$ cat src/rtl/ibex_rf_pkg.sv
// Shared types and helpers for the register-file write queue.
// Holds the queue entry layout and the youngest-match forwarding search.
package ibex_rf_pkg;

    localparam int unsigned RegAddrW     = 5;
    localparam int unsigned MaxDataWidth = 32;
    localparam int unsigned MaxDepth     = 16;
    localparam int unsigned MaxDepthW    = 4;

    typedef struct packed {
        logic [RegAddrW-1:0]     addr;
        logic [MaxDataWidth-1:0] data;
    } wq_entry_t;

    typedef struct packed {
        logic                 hit;
        logic [MaxDepthW-1:0] idx;
    } fwd_sel_t;

    // match is in age order (bit 0 = oldest), so the last set bit is the youngest writer.
    function automatic fwd_sel_t fwd_select(input logic [MaxDepth-1:0] match);
        fwd_sel_t sel;
        sel.hit = 1'b0;
        sel.idx = '0;
        for (int i = 0; i < MaxDepth; i++) begin
            if (match[i]) begin
                sel.hit = 1'b1;
                sel.idx = MaxDepthW'(i);
            end
        end
        return sel;
    endfunction

endpackage

$ cat src/rtl/ibex_rf_write_queue_if.sv
// Bundle of writeback, ID operand and SRAM port signals around the write queue.
// The slave modport is the queue itself; master is the surrounding core and SRAM.
interface ibex_rf_write_queue_if
    import ibex_rf_pkg::*;
#(
    parameter int unsigned DataWidth = 32,
    parameter int unsigned Depth     = 2
);
    localparam int unsigned CntW = $clog2(Depth) + 1;

    logic                 wb_we_i;
    logic [RegAddrW-1:0]  wb_waddr_i;
    logic [DataWidth-1:0] wb_wdata_i;
    logic                 id_valid_i;
    logic                 id_rb_used_i;
    logic [RegAddrW-1:0]  id_raddr_a_i;
    logic [RegAddrW-1:0]  id_raddr_b_i;
    logic [DataWidth-1:0] rdata_a_o;
    logic [DataWidth-1:0] rdata_b_o;
    logic [RegAddrW-1:0]  rf_raddr_a_o;
    logic [RegAddrW-1:0]  rf_addr_b_o;
    logic                 rf_we_o;
    logic [DataWidth-1:0] rf_wdata_o;
    logic [DataWidth-1:0] rf_rdata_a_i;
    logic [DataWidth-1:0] rf_rdata_b_i;
    logic                 wb_stall_o;
    logic                 id_stall_o;
    logic [CntW-1:0]      occupancy_o;

    modport slave (
        input  wb_we_i, wb_waddr_i, wb_wdata_i,
        input  id_valid_i, id_rb_used_i, id_raddr_a_i, id_raddr_b_i,
        input  rf_rdata_a_i, rf_rdata_b_i,
        output rdata_a_o, rdata_b_o, rf_raddr_a_o, rf_addr_b_o, rf_we_o, rf_wdata_o,
        output wb_stall_o, id_stall_o, occupancy_o
    );

    modport master (
        output wb_we_i, wb_waddr_i, wb_wdata_i,
        output id_valid_i, id_rb_used_i, id_raddr_a_i, id_raddr_b_i,
        output rf_rdata_a_i, rf_rdata_b_i,
        input  rdata_a_o, rdata_b_o, rf_raddr_a_o, rf_addr_b_o, rf_we_o, rf_wdata_o,
        input  wb_stall_o, id_stall_o, occupancy_o
    );

endinterface

$ cat src/rtl/ibex_rf_wq_fifo.sv
// Write-queue storage: circular buffer with head/tail/count.
// All entries are exposed in age order (index 0 = head) for forwarding.
module ibex_rf_wq_fifo
    import ibex_rf_pkg::*;
#(
    parameter  int unsigned Depth = 2,
    localparam int unsigned PtrW  = $clog2(Depth),
    localparam int unsigned CntW  = $clog2(Depth) + 1
) (
    input  logic            clk,
    input  logic            srst,
    input  logic            push,
    input  wq_entry_t       push_entry,
    input  logic            pop,
    output wq_entry_t       entries [Depth],
    output logic [Depth-1:0] valid,
    output logic [CntW-1:0] count,
    output logic            full,
    output logic            empty
);

    wq_entry_t       mem_reg [Depth];
    logic [PtrW-1:0] head_reg;
    logic [PtrW-1:0] tail_reg;
    logic [CntW-1:0] count_reg;

    // Storage is left unreset; only the pointers define what is live.
    always_ff @(posedge clk) begin
        if (srst) begin
            head_reg  <= '0;
            tail_reg  <= '0;
            count_reg <= '0;
        end else begin
            if (push) begin
                mem_reg[tail_reg] <= push_entry;
                tail_reg          <= tail_reg + 1'b1;
            end
            if (pop) begin
                head_reg <= head_reg + 1'b1;
            end
            count_reg <= count_reg + CntW'(push) - CntW'(pop);
        end
    end

    for (genvar gi = 0; gi < Depth; gi++) begin : g_view
        logic [PtrW-1:0] slot;
        assign slot        = head_reg + PtrW'(gi);
        assign entries[gi] = mem_reg[slot];
        assign valid[gi]   = (CntW'(gi) < count_reg);
    end

    assign count = count_reg;
    assign full  = (count_reg == CntW'(Depth));
    assign empty = (count_reg == '0);

endmodule

$ cat src/rtl/ibex_rf_write_queue.sv
// Writeback-to-SRAM write queue: drains through the shared port when ID leaves it free,
// forwards pending data to ID reads, and forces a drain after prolonged starvation.
module ibex_rf_write_queue
    import ibex_rf_pkg::*;
#(
    parameter int unsigned DataWidth   = 32,
    parameter int unsigned Depth       = 2,
    parameter int unsigned StarveLimit = 4
) (
    input  logic                  clk_i,
    input  logic                  rst_i,
    ibex_rf_write_queue_if.slave  bus
);

    localparam int unsigned CntW    = $clog2(Depth) + 1;
    localparam int unsigned DepthW  = $clog2(Depth);
    localparam int unsigned StarveW = $clog2(StarveLimit + 1);

    wq_entry_t        entries [Depth];
    wq_entry_t        push_entry;
    logic [Depth-1:0] valid;
    logic [CntW-1:0]  count;
    logic             full;
    logic             empty;

    logic [StarveW-1:0] starve_reg;
    logic [StarveW-1:0] starve_next;
    logic               forced;
    logic               drain;
    logic               wr_req;
    logic               push;

    assign push_entry.addr = bus.wb_waddr_i;
    assign push_entry.data = MaxDataWidth'(bus.wb_wdata_i);

    ibex_rf_wq_fifo #(
        .Depth (Depth)
    ) u_fifo (
        .clk        (clk_i),
        .srst       (rst_i),
        .push       (push),
        .push_entry (push_entry),
        .pop        (drain),
        .entries    (entries),
        .valid      (valid),
        .count      (count),
        .full       (full),
        .empty      (empty)
    );

    assign forced = (starve_reg == StarveW'(StarveLimit));
    assign drain  = !empty && (!(bus.id_valid_i && bus.id_rb_used_i) || forced);
    assign wr_req = bus.wb_we_i && (bus.wb_waddr_i != '0);
    // A full queue still accepts when the head leaves in the same cycle.
    assign push   = wr_req && (!full || drain);

    assign bus.wb_stall_o   = wr_req && full && !drain;
    assign bus.id_stall_o   = forced;
    assign bus.rf_we_o      = drain;
    assign bus.rf_addr_b_o  = drain ? entries[0].addr : bus.id_raddr_b_i;
    assign bus.rf_wdata_o   = entries[0].data[DataWidth-1:0];
    assign bus.rf_raddr_a_o = bus.id_raddr_a_i;
    assign bus.occupancy_o  = count;

    always_comb begin
        starve_next = starve_reg;
        if (empty || drain) begin
            starve_next = '0;
        end else if (!forced) begin
            starve_next = starve_reg + 1'b1;
        end
    end

    always_ff @(posedge clk_i) begin
        if (rst_i) begin
            starve_reg <= '0;
        end else begin
            starve_reg <= starve_next;
        end
    end

    // Operand 0 is A (SRAM port 1), operand 1 is B (SRAM port 2).
    logic [RegAddrW-1:0]  raddr     [2];
    logic [DataWidth-1:0] sram_data [2];
    logic [DataWidth-1:0] fwd_data  [2];

    assign raddr[0]     = bus.id_raddr_a_i;
    assign raddr[1]     = bus.id_raddr_b_i;
    assign sram_data[0] = bus.rf_rdata_a_i;
    assign sram_data[1] = bus.rf_rdata_b_i;

    for (genvar gi = 0; gi < 2; gi++) begin : g_fwd
        logic [MaxDepth-1:0] match;
        fwd_sel_t            sel;
        logic                hit;
        logic [DepthW-1:0]   idx;

        always_comb begin
            match = '0;
            for (int k = 0; k < Depth; k++) begin
                match[k] = valid[k] && (entries[k].addr == raddr[gi]);
            end
        end

        assign sel = fwd_select(match);
        // The range test keeps an out-of-depth index from ever selecting a slot.
        assign hit = sel.hit && (sel.idx < MaxDepthW'(Depth));
        assign idx = sel.idx[DepthW-1:0];

        assign fwd_data[gi] = (raddr[gi] == '0) ? '0 :
                              hit               ? entries[idx].data[DataWidth-1:0] :
                                                  sram_data[gi];
    end

    assign bus.rdata_a_o = fwd_data[0];
    assign bus.rdata_b_o = fwd_data[1];

endmodule

$ cat src/flat_wrapper.sv
// flat-port wrapper written by rule: the top's interface ports become plain ports
module ibex_rf_write_queue_flat import ibex_rf_pkg::*;
#(
    parameter int unsigned DataWidth   = 32,
    parameter int unsigned Depth       = 2,
    parameter int unsigned StarveLimit = 4
)
  (clk_i, rst_i, bus_wb_we_i, bus_wb_waddr_i, bus_wb_wdata_i, bus_id_valid_i, bus_id_rb_used_i, bus_id_raddr_a_i, bus_id_raddr_b_i, bus_rf_rdata_a_i, bus_rf_rdata_b_i, bus_rdata_a_o, bus_rdata_b_o, bus_rf_raddr_a_o, bus_rf_addr_b_o, bus_rf_we_o, bus_rf_wdata_o, bus_wb_stall_o, bus_id_stall_o, bus_occupancy_o);
  ibex_rf_write_queue_if #(.DataWidth(DataWidth), .Depth(Depth)) bus_i ();
  input  logic clk_i;
  input  logic rst_i;
  input wire logic [$bits(bus_i.wb_we_i)-1:0] bus_wb_we_i;
  input wire logic [$bits(bus_i.wb_waddr_i)-1:0] bus_wb_waddr_i;
  input wire logic [$bits(bus_i.wb_wdata_i)-1:0] bus_wb_wdata_i;
  input wire logic [$bits(bus_i.id_valid_i)-1:0] bus_id_valid_i;
  input wire logic [$bits(bus_i.id_rb_used_i)-1:0] bus_id_rb_used_i;
  input wire logic [$bits(bus_i.id_raddr_a_i)-1:0] bus_id_raddr_a_i;
  input wire logic [$bits(bus_i.id_raddr_b_i)-1:0] bus_id_raddr_b_i;
  input wire logic [$bits(bus_i.rf_rdata_a_i)-1:0] bus_rf_rdata_a_i;
  input wire logic [$bits(bus_i.rf_rdata_b_i)-1:0] bus_rf_rdata_b_i;
  output wire logic [$bits(bus_i.rdata_a_o)-1:0] bus_rdata_a_o;
  output wire logic [$bits(bus_i.rdata_b_o)-1:0] bus_rdata_b_o;
  output wire logic [$bits(bus_i.rf_raddr_a_o)-1:0] bus_rf_raddr_a_o;
  output wire logic [$bits(bus_i.rf_addr_b_o)-1:0] bus_rf_addr_b_o;
  output wire logic [$bits(bus_i.rf_we_o)-1:0] bus_rf_we_o;
  output wire logic [$bits(bus_i.rf_wdata_o)-1:0] bus_rf_wdata_o;
  output wire logic [$bits(bus_i.wb_stall_o)-1:0] bus_wb_stall_o;
  output wire logic [$bits(bus_i.id_stall_o)-1:0] bus_id_stall_o;
  output wire logic [$bits(bus_i.occupancy_o)-1:0] bus_occupancy_o;
  assign bus_i.wb_we_i = bus_wb_we_i;
  assign bus_i.wb_waddr_i = bus_wb_waddr_i;
  assign bus_i.wb_wdata_i = bus_wb_wdata_i;
  assign bus_i.id_valid_i = bus_id_valid_i;
  assign bus_i.id_rb_used_i = bus_id_rb_used_i;
  assign bus_i.id_raddr_a_i = bus_id_raddr_a_i;
  assign bus_i.id_raddr_b_i = bus_id_raddr_b_i;
  assign bus_i.rf_rdata_a_i = bus_rf_rdata_a_i;
  assign bus_i.rf_rdata_b_i = bus_rf_rdata_b_i;
  assign bus_rdata_a_o = bus_i.rdata_a_o;
  assign bus_rdata_b_o = bus_i.rdata_b_o;
  assign bus_rf_raddr_a_o = bus_i.rf_raddr_a_o;
  assign bus_rf_addr_b_o = bus_i.rf_addr_b_o;
  assign bus_rf_we_o = bus_i.rf_we_o;
  assign bus_rf_wdata_o = bus_i.rf_wdata_o;
  assign bus_wb_stall_o = bus_i.wb_stall_o;
  assign bus_id_stall_o = bus_i.id_stall_o;
  assign bus_occupancy_o = bus_i.occupancy_o;
  ibex_rf_write_queue #(.DataWidth(DataWidth), .Depth(Depth), .StarveLimit(StarveLimit)) u_core (.clk_i(clk_i), .rst_i(rst_i), .bus(bus_i));
endmodule
$ cat config.mk
export PLATFORM = sky130hd
export DESIGN_NAME = ibex_rf_write_queue_flat
export DESIGN_NICKNAME = d
export VERILOG_FILES = /design/src/rtl/ibex_rf_pkg.sv /design/src/rtl/ibex_rf_write_queue_if.sv /design/src/rtl/ibex_rf_wq_fifo.sv /design/src/rtl/ibex_rf_write_queue.sv /design/src/flat_wrapper.sv
export SDC_FILE = /design/constraint.sdc
export NUM_CORES = 1
export LEC_CHECK = 0
export ABC_AREA = 1
export CORE_MARGIN = 5
export CORE_UTILIZATION = 44
export CTS_CLUSTER_DIAMETER = 50
export CTS_CLUSTER_SIZE = 14
export DETAILED_ROUTE_END_ITERATION = 8
export GPL_TIMING_DRIVEN = 1
export PLACE_DENSITY = 0.88
export SKIP_LAST_GASP = 1
export SYNTH_ARGS = -nofsm -noshare
export SYNTH_HDL_FRONTEND = slang
export SYNTH_SLANG_ARGS = --single-unit
$ cat constraint.sdc
create_clock -name clk_i -period 4.8 [get_ports clk_i]
set_clock_uncertainty 0.15 [all_clocks]
set_input_delay 0.96 -clock clk_i [delete_from_list [all_inputs] [get_ports clk_i]]
set_output_delay 0.96 -clock clk_i [all_outputs]
set_load 0.02 [all_outputs]
# After elaboration in Yosys (flattened, before gate mapping)
# Memory sizes are Yosys's and may differ from the RTL's. A register that Yosys moved wholly into a read port is not among the register bits.
# Cells that the tools add are included.
totals:
  reg_bits: 7
  ramBits: 74
  out_inout_bits: 111
  word_cells: 68
  mem_count: 1
mem_list:
  columns: ["name", "words", "width", "rd", "rd_ports_with_merged_regs", "write_ports", "line_no", "source"]
  rows:
  - ["u_core.u_fifo.mem_reg", 2, 37, 2, 1, 1, "ibex_rf_wq_fifo.sv:22", "wq_entry_t mem_reg [Depth];"]
op_classes:
  addsub: 5
  magnitude_cmp: 6
  eq_ne: 6
  n_mux: 20
  n_bitwise: 2
  n_reduce_logical: 24
ops:
  columns: ["op", "n"]
  rows:
  - ["32-bit 2-to-1 mux", 10]
  - ["5-bit 2-to-1 mux", 5]
  - ["5-bit == test", 4]
  - ["1-bit logical AND", 12]
  - ["5-bit zero test", 2]
  - ["4-bit by 2-bit < comparator with 1-bit output, second input constant", 2]
  - ["1-bit 2-to-1 mux", 5]
  - ["5-bit nonzero test", 1]
  - ["2-bit greater-or-equal comparator, second input constant", 2]
  - ["1-bit zero test", 4]
  - ["1-bit by 2-bit < comparator with 1-bit output, first input constant", 2]
  - ["1-bit inverter with 2-bit output", 2]
  - ["3-bit by 1-bit adder with 3-bit output, second input constant", 1]
  - ["3-bit == test, second input constant", 1]
  - ["1-bit logical OR", 3]
  - ["1-bit adder, second input constant", 2]
  - ["2-bit by 1-bit adder with 2-bit output", 1]
  - ["2-bit == test, second input constant", 1]
  - ["2-bit zero test", 1]
  - ["2-bit OR reduction", 1]
  - ["2-bit by 1-bit subtractor with 2-bit output", 1]

# Longest topological paths before layout
# Gate-level depths: netlist of run 1.
# An unclocked memory read counts as a cell.
depth:
  ltp_word: 11
  mapped_depth: 14

# Modules after synthesis
# A second synthesis of run 1 with hierarchy kept.
hier_totals:
  cells_unflattened: 967
  hier_area_um2: 6485.0
modules_own_cells:
  columns: ["module", "n_inst", "cells_per_inst", "area_per_inst_um2", "seq_area_each_um2"]
  rows:
  - ["ibex_rf_wq_fifo", 1, 309, 3399.5, 2322.2]
  - ["ibex_rf_write_queue", 1, 658, 3085.5, 60.1]

# Least setup slack after synthesis of run 1
# No wires, ideal clock.
synth_timing:
  path_type: "input-to-reg"
  start: "input port bus_id_rb_used_i"
  end: "memory u_core.u_fifo.mem_reg[1][0] (netlist bit) (enable)"
  setup_ps: 477
  arrival_ps: 3850
  setup_slack_ps: 323
  cell_stages: 5
  path_cell_list: "nand3_1 -> inv_1 -> nand3_1 -> nand3_1 -> nor3_1"
synth_via:
  elab_chain_cells: 9
synth_lines:
  columns: ["element", "line_no", "source"]
  rows:
  - ["start: declaration", "flat_wrapper.sv:16", "input wire logic [$bits(bus_i.id_rb_used_i)-1:0] bus_id_rb_used_i;"]
  - ["1-bit logical AND", "ibex_rf_write_queue.sv:52", "assign drain = !empty && (!(bus.id_valid_i && bus.id_rb_used_i) || forced);"]
  - ["1-bit zero test", "ibex_rf_write_queue.sv:52", null]
  - ["1-bit logical OR", "ibex_rf_write_queue.sv:52", null]
  - ["1-bit logical AND", "ibex_rf_write_queue.sv:52", null]
  - ["1-bit logical OR", "ibex_rf_write_queue.sv:55", "assign push = wr_req && (!full || drain);"]
  - ["1-bit logical AND", "ibex_rf_write_queue.sv:55", null]
  - ["1-bit 2-to-1 mux", "ibex_rf_wq_fifo.sv:34", "if (push) begin"]
  - ["1-bit 2-to-1 mux", "ibex_rf_wq_fifo.sv:29", "if (srst) begin"]
  - ["1-bit 2-to-1 mux (implied by the code)", "ibex_rf_wq_fifo.sv:35", "mem_reg[tail_reg] <= push_entry;"]
  - ["end: declaration", "ibex_rf_wq_fifo.sv:22", null]
# Every way passes these cells.

# Worst setup path after layout of run 1
layout_timing:
  start: "input port bus_id_raddr_b_i[4]"
  end: "output port bus_rdata_b_o[17]"
layout_via:
  elab_chain_cells: 9
  word_cells_on_any_way: 15
layout_lines:
  columns: ["element", "line_no", "source"]
  rows:
  - ["start: declaration", "flat_wrapper.sv:18", "input wire logic [$bits(bus_i.id_raddr_b_i)-1:0] bus_id_raddr_b_i;"]
  - ["parallel branches: the longest is 8 deep, another holds 4-bit by 2-bit < comparator with 1-bit output", null, null]
  - ["32-bit 2-to-1 mux (*)", "ibex_rf_write_queue.sv:110", "assign fwd_data[gi] = (raddr[gi] == '0) ? '0 :"]
  - ["end: declaration", "flat_wrapper.sv:22", "output wire logic [$bits(bus_i.rdata_b_o)-1:0] bus_rdata_b_o;"]
# Every way passes the cells marked *. The select of a mux whose other input is x is not followed.

==> results.sh, run 1 <==
export IMPL_syn_nets=894
export IMPL_synth_seq_cells=82
export IMPL_dp_hpwl_um=14000
export IMPL_rr_worst_depth=12
export IMPL_reg2reg_from="u_core.starve_reg[0]$_SDFFE_PP0N_"
export IMPL_drt_first_iter_violations=393
export IMPL_dr_pass1_iters=5
export IMPL_syn_area_sq_um=5560
export IMPL_crit_path_start="bus_id_raddr_b_i[4]"
export IMPL_tns_ns=0
export IMPL_grt_pass1_wl_um=29000
export IMPL_critical_path_cell_chain="clkdlybuf4s50_1 -> inv_1 -> nand3_1 -> nand2_1 -> nor2_1 -> nand3_4 -> nand2_2 -> buf_4 -> o21ai_0 -> nor2_1 -> clkdlybuf4s50_1"
export IMPL_insertedDiodeCount=0
export IMPL_via_per_inst=5.26
export IMPL_critPathLaunchType="input port"
export IMPL_grt_usage_pct=24.8
export IMPL_synth_cell_types=29
export IMPL_grt_pass1_vias=5926
export IMPL_postLayoutCoreUtil_pct=65.6
export IMPL_rows=41
export IMPL_r2r_slack_ns=2.15
export IMPL_die_w_um=122
export IMPL_cts_tree="built"
export IMPL_seq_area_frac_synth_pct=42.8
export IMPL_grt_max_degree=50
export IMPL_period_share_pct=95.6
export IMPL_vias=6082
export IMPL_grt_remaining_overflow=0
export IMPL_io_buffers=226
export IMPL_yosysWarnings=0
export IMPL_area_delta_synth_final_pct=47.5
export IMPL_final_nets=1099
export IMPL_ys_top_cells_by_area="edfxtp_1, nand2_1, o21ai_0, o21ai_1, nor2_1"
export IMPL_cp_slowest_stage_delay_ns=0.62
export IMPL_layout_common_cells="clkdlybuf4s50_1, nand2_1, o21ai_0"
export IMPL_drc=0
export IMPL_placed_cell_area_sq_um=7900
export IMPL_routed_wl_um=18900
export IMPL_ant_nets=0
export IMPL_final_common_cell="clkdlybuf4s50_1"
export IMPL_antenna_found_initial=0
export IMPL_p_per_area_nw_per_um2=391
export IMPL_timing_slew_headroom_pct=53.7
export IMPL_avgSynthCellArea_sq_um=7.19
export IMPL_post_route_cell_area_sq_um=8210
export IMPL_hold_slack_ns=0.316
export IMPL_h_tree_depth=3
export IMPL_drv_cap=0
export IMPL_status="finished clean"
export IMPL_pwr_share_comb_pct=51.8
export IMPL_rsz0062_at_grt="false"
export IMPL_path_class="input port to output port"
export IMPL_p_leak_nw=3.19
export IMPL_largest_register_ffs=74
export IMPL_p_switching_mw=1.35
export IMPL_post_cts_resized=0
export IMPL_gp_congestion=0.886
export IMPL_p_total_mw=3.21
export IMPL_critPathCapture="bus_rdata_b_o[17]"
export IMPL_tightest_slew_ns=0.692
export IMPL_cts_setup_buffers=0
export IMPL_clkSlewWorstSetupHoldPaths_ns=0.06
export IMPL_critPathArrivalTime_ns=3.48
export IMPL_cp_max_fo=19
export IMPL_fmax_ghz=0.218
export IMPL_initial_utilization_pct=44.5
export IMPL_hold_viol_final=0
export IMPL_yosysTopAreaCellShare_pct=39.9
export IMPL_p_int_mw=1.86
export IMPL_ioPinCount=227
export IMPL_cp_end_kind="output port"
export IMPL_hp_class="flop to flop"
export IMPL_r2r_end="u_core.u_fifo.count[1]$_SDFF_PP0_"
export IMPL_maxSlewViolCount=0
export IMPL_die_area_sq_um=15000
export IMPL_die_height_um=122
export IMPL_sw_frac_of_total_pct=42.1
export IMPL_cts_sinks=82
export IMPL_cts_made_buffers=9
export IMPL_core_area_sq_um=12500
export IMPL_clk_path_buf_depth=2
export IMPL_p_clk_share_pct=20.0
export IMPL_drive_gt1_share_pct=6.00
export IMPL_period_minus_slack_ns=4.59
export IMPL_critical_path_required_ns=3.69
export IMPL_root_buffer="clkbuf_16"
export IMPL_fillCellCount=1047
export IMPL_synthCells=774
export IMPL_setup_viol=0
export IMPL_seqPwrFrac_pct=28.3
export IMPL_clk_latency_ns=0.34
export IMPL_holdBufCountCts=0
export IMPL_post_drt_wl_per_cell_um=16.4
export IMPL_yosys_area_top_type="edfxtp_1"
export IMPL_ir_worst_vdd_mv=0.237
export IMPL_cp_slowest_cell="clkdlybuf4s50_1"
worst min path at each step:
stage / start / slack (ns) / cells after the start / to
CTS: u_core.u_fifo.tail_reg$_SDFFE_PP0P_ / 0.32 / 2 / u_core.u_fifo.tail_reg$_SDFFE_PP0P_
global placement: u_core.starve_reg[0]$_SDFFE_PP0N_ / 0.28 / 1 / u_core.starve_reg[0]$_SDFFE_PP0N_
detailed placement: u_core.u_fifo.tail_reg$_SDFFE_PP0P_ / 0.31 / 2 / u_core.u_fifo.tail_reg$_SDFFE_PP0P_
floorplan: u_core.starve_reg[0]$_SDFFE_PP0N_ / 0.27 / 1 / u_core.starve_reg[0]$_SDFFE_PP0N_
global route: u_core.u_fifo.tail_reg$_SDFFE_PP0P_ / 0.33 / 2 / u_core.u_fifo.tail_reg$_SDFFE_PP0P_
finish: u_core.u_fifo.tail_reg$_SDFFE_PP0P_ / 0.32 / 2 / u_core.u_fifo.tail_reg$_SDFFE_PP0P_
cell usage after synthesis:
master	n
nand2_1	224
buf_1	2
buf_4	9
ha_1	4
clkinv_1	1
buf_6	13
nand3_2	2
a21oi_1	7
inv_1	62
edfxtp_1	74
o21ai_1	71
nor2_4	4
nand3_4	1
nor3b_1	1
nand4_1	1
inv_4	1
nor2_2	3
nand3_1	47
buf_2	4
o21ai_0	112
nand3b_1	1
nand2_4	1
nor2_1	85
nor3_1	4
clkbuf_1	18
nand2_2	7
dfxtp_1	8
xnor2_1	2
inv_2	5
stage by stage:
step / setup WS, ns / instances
6_report: 0.214 / 1156
5_1_grt: 0.0197 / 1156
4_1_cts: 0.0975 / 1156
3_5_place_dp: 0.113 / 1140
3_3_place_gp: 0.174 / 1140
2_1_floorplan: 0.323 / 774
power groups by stage:
stage,Combinational [mW],Clock [mW],Sequential [mW]
after floorplan,0.996,0,0.874
after global placement,1.63,0,0.919
after detailed placement,1.65,0,0.923
after CTS,1.66,0.652,0.907
after global routing,1.80,0.680,0.919
final,1.66,0.641,0.908
routing by layer:
metal  wire length, um  global-route usage, %  share of wire (%)  vias up
met4               452                   9.45                2.4        0
met5                 0                      0                  0        -
li1                  -                      -                  -     2976
met1              7410                   29.8                 39     2779
met3              1720                   5.53                9.1       33
met2              9350                   43.2                 49      294
kinds of logic (layout without fill, tap and decap cells):
kind of cell	count (synthesis)	count (layout)	synth area share, %
flip-flops	82	82	42.8
XOR/XNOR	2	2	0.315
AO/OA/AOI/OAI	190	190	17.1
buffers and inverters	115	325	10.3
AND/OR/NAND/NOR	381	381	28.6
adder cells (fa/ha/maj)	4	4	0.900
final cells by class:
cell class	count	area, sq um	area share [%]
Sequential cell	82	2380	29.1
Tap cell	172	215	2.62
Multi-Input combinational cell	577	2650	32.2
Clock inverter	6	42.5	0.518
Inverter	69	264	3.22
Clock buffer	10	239	2.91
Timing Repair Buffer	240	2420	29.5
critical path, delay by kind of cell:
kind                   cells  cell delay [ns]
AOI/OAI and AO/OA          1             0.14
buffers and inverters      4             1.52
and+or+nand+nor            6             0.84
Note: power is estimated with default switching activity, not from simulation.
==> inputs of run 2 (changes only) <==
--- a/config.mk
+++ b/config.mk
@@ -6,6 +6,7 @@
 export NUM_CORES = 1
 export LEC_CHECK = 0
 export ABC_AREA = 1
+export CAP_MARGIN = 25
 export CORE_MARGIN = 5
 export CORE_UTILIZATION = 44
 export CTS_CLUSTER_DIAMETER = 50
==> results of run 2 <==
The final DEF is identical to that of run 1; final timing and power are the same.
==> inputs of run 3 (changes only) <==
--- a/config.mk
+++ b/config.mk
@@ -18,3 +18,4 @@
 export SYNTH_ARGS = -nofsm -noshare
 export SYNTH_HDL_FRONTEND = slang
 export SYNTH_SLANG_ARGS = --single-unit
+export TNS_END_PERCENT = 1
==> run 3 against run 2 <==
Net effect: clock power is essentially flat; flip-flop and latch count is the same; highest routed layer unchanged; non-clock buffer count is the same; power is essentially flat; final area is essentially flat; hold slack is essentially flat; clock-buffer cell count is the same; sequential share of layout area is essentially flat; first-iteration DRC count shrank 5.3%; critical endpoint is now bus_rdata_a_o[30].
==> results.sh, run 3 (synthesis results as in run 1) <==
export IMPL_grt_pass1_vias=5926
export IMPL_hp_start="u_core.u_fifo.tail_reg$_SDFFE_PP0P_"
export IMPL_grt_pass1_wl_um=29000
export IMPL_rows=41
export IMPL_vias=6086
export IMPL_critPathArrivalTime_ns=3.67
export IMPL_post_route_cell_area_sq_um=8200
export IMPL_final_nets=1099
export IMPL_holdBufCountCts=0
export IMPL_rsz0062_at_grt="true"
export IMPL_path_buf_inv=6
export IMPL_period_share_pct=99.5
export IMPL_via_per_inst=5.26
export IMPL_timing_slew_headroom_pct=54.1
export IMPL_worst_slack_ns=0.0247
export IMPL_initial_utilization_pct=44.5
export IMPL_ir_worst_vdd_mv=0.237
export IMPL_core_area_sq_um=12500
export IMPL_dr_pass1_iters=5
export IMPL_io_buffers=226
export IMPL_status="finished clean"
export IMPL_tightest_slew_ns=0.687
export IMPL_maxSlewViolCount=0
export IMPL_largest_register_ffs=74
export IMPL_p_per_area_nw_per_um2=391
export IMPL_grt_usage_pct=24.8
export IMPL_grt_remaining_overflow=0
export IMPL_final_common_cell="clkdlybuf4s50_1"
export IMPL_cts_sinks=82
export IMPL_cp_slowest_cell="clkdlybuf4s50_1"
export IMPL_fmax_ghz=0.209
export IMPL_insertedDiodeCount=0
export IMPL_cts_setup_buffers=0
export IMPL_drc=0
export IMPL_layout_common_cells="clkdlybuf4s50_1, nand2_1, o21ai_0"
export IMPL_ioPinCount=227
export IMPL_tns_ns=0
export IMPL_clkSlewWorstSetupHoldPaths_ns=0.06
export IMPL_crit_path_start="bus_id_raddr_a_i[4]"
export IMPL_root_buffer="clkbuf_16"
export IMPL_hp_class="flop to flop"
export IMPL_die_height_um=122
export IMPL_cts_made_buffers=9
export IMPL_post_drt_wl_per_cell_um=16.4
export IMPL_gp_congestion=0.886
export IMPL_drt_first_iter_violations=372
export IMPL_cp_slowest_stage_delay_ns=0.59
export IMPL_cpLargestDelayFamily="buffers and inverters"
export IMPL_area_delta_synth_final_pct=47.4
export IMPL_period_minus_slack_ns=4.78
export IMPL_dp_slack_ns=0.113
export IMPL_hold_viol_final=0
export IMPL_critical_path_cell_chain="clkdlybuf4s50_1 -> inv_1 -> nand3_1 -> nand2_1 -> nor2_1 -> nand3_1 -> inv_2 -> buf_12 -> nand2_1 -> nand3_1 -> nand2_1 -> inv_1 -> clkdlybuf4s50_1"
export IMPL_ant_nets=0
export IMPL_setup_viol=0
export IMPL_p_total_mw=3.21
export IMPL_postLayoutCoreUtil_pct=65.5
export IMPL_drv_cap=0
export IMPL_die_w_um=122
export IMPL_routed_wl_um=19000
export IMPL_critical_path_required_ns=3.69
export IMPL_cts_tree="built"
export IMPL_p_leak_nw=3.19
export IMPL_drive_gt1_share_pct=5.89
export IMPL_clk_latency_ns=0.34
export IMPL_antenna_found_initial=0
export IMPL_placed_cell_area_sq_um=7900
export IMPL_post_cts_resized=0
export IMPL_cp_end_kind="output port"
export IMPL_h_tree_depth=3
export IMPL_die_area_sq_um=15000
export IMPL_grt_max_degree=50
export IMPL_clk_path_buf_depth=2
export IMPL_path_class="input port to output port"
export IMPL_dp_hpwl_um=14000
export IMPL_critPathLaunchType="input port"
export IMPL_reg2reg_from="u_core.starve_reg[0]$_SDFFE_PP0N_"
export IMPL_cp_max_fo=20
## run 3: per-stage QoR
| step | cells | hold WS (ns) |
|---|---|---|
| global route | 1156 | 0.333 |
| CTS | 1156 | 0.320 |
| global placement | 1140 | 0.281 |
| finish | 1156 | 0.316 |
| floorplan | 774 | 0.267 |
| detailed placement | 1140 | 0.312 |
## run 3: power by group
part | internal, mW | total (mW) | leakage (nW) | switching, mW
clock | 0.363 | 0.639 | 0.123 | 0.276
combinational | 0.664 | 1.66 | 2.32 | 0.998
sequential | 0.831 | 0.909 | 0.745 | 0.0773
total | 1.86 | 3.21 | 3.19 | 1.35
## run 3: cell type report
| cell class | count | area, sq um |
|---|---|---|
| inverter | 69 | 262 |
| clock inverter | 6 | 42.5 |
| sequential | 82 | 2380 |
| multi-input combinational | 577 | 2640 |
| fill | 1049 | 4320 |
| tap | 172 | 215 |
| clock buffer | 10 | 239 |
| timing repair buffer | 240 | 2420 |
## run 3: worst register-to-register path: stages, from the launching register on
cell	delay, ns
dfxtp_1	0.36
inv_1	0.06
ha_1	0.18
nand2_1	0.13
nand3_1	0.11
nand2_1	0.16
clkinv_1	0.34
ha_1	0.42
inv_1	0.04
ha_1	0.18
xnor2_1	0.19
nand2_1	0.07
nor3b_1	0.13
## run 3: layer usage
layer  vias up  GRT usage, %  wire length [um]
met5         -             0                 0
met4         0          9.45               409
met3        27          5.53              1710
met2       306          43.2              9350
met1      2774          29.8              7480
li1       2979             -                 -
## run 3: final timing paths
check / endpoint / slack [ns] / cells after the start
max: bus_rdata_a_o[30] / 0.02 / 13
min: u_core.u_fifo.tail_reg$_SDFFE_PP0P_ / 0.32 / 2
max reg2reg: u_core.u_fifo.count[1]$_SDFF_PP0_ / 2.16 / 12
min reg2reg: u_core.u_fifo.tail_reg$_SDFFE_PP0P_ / 0.32 / 2
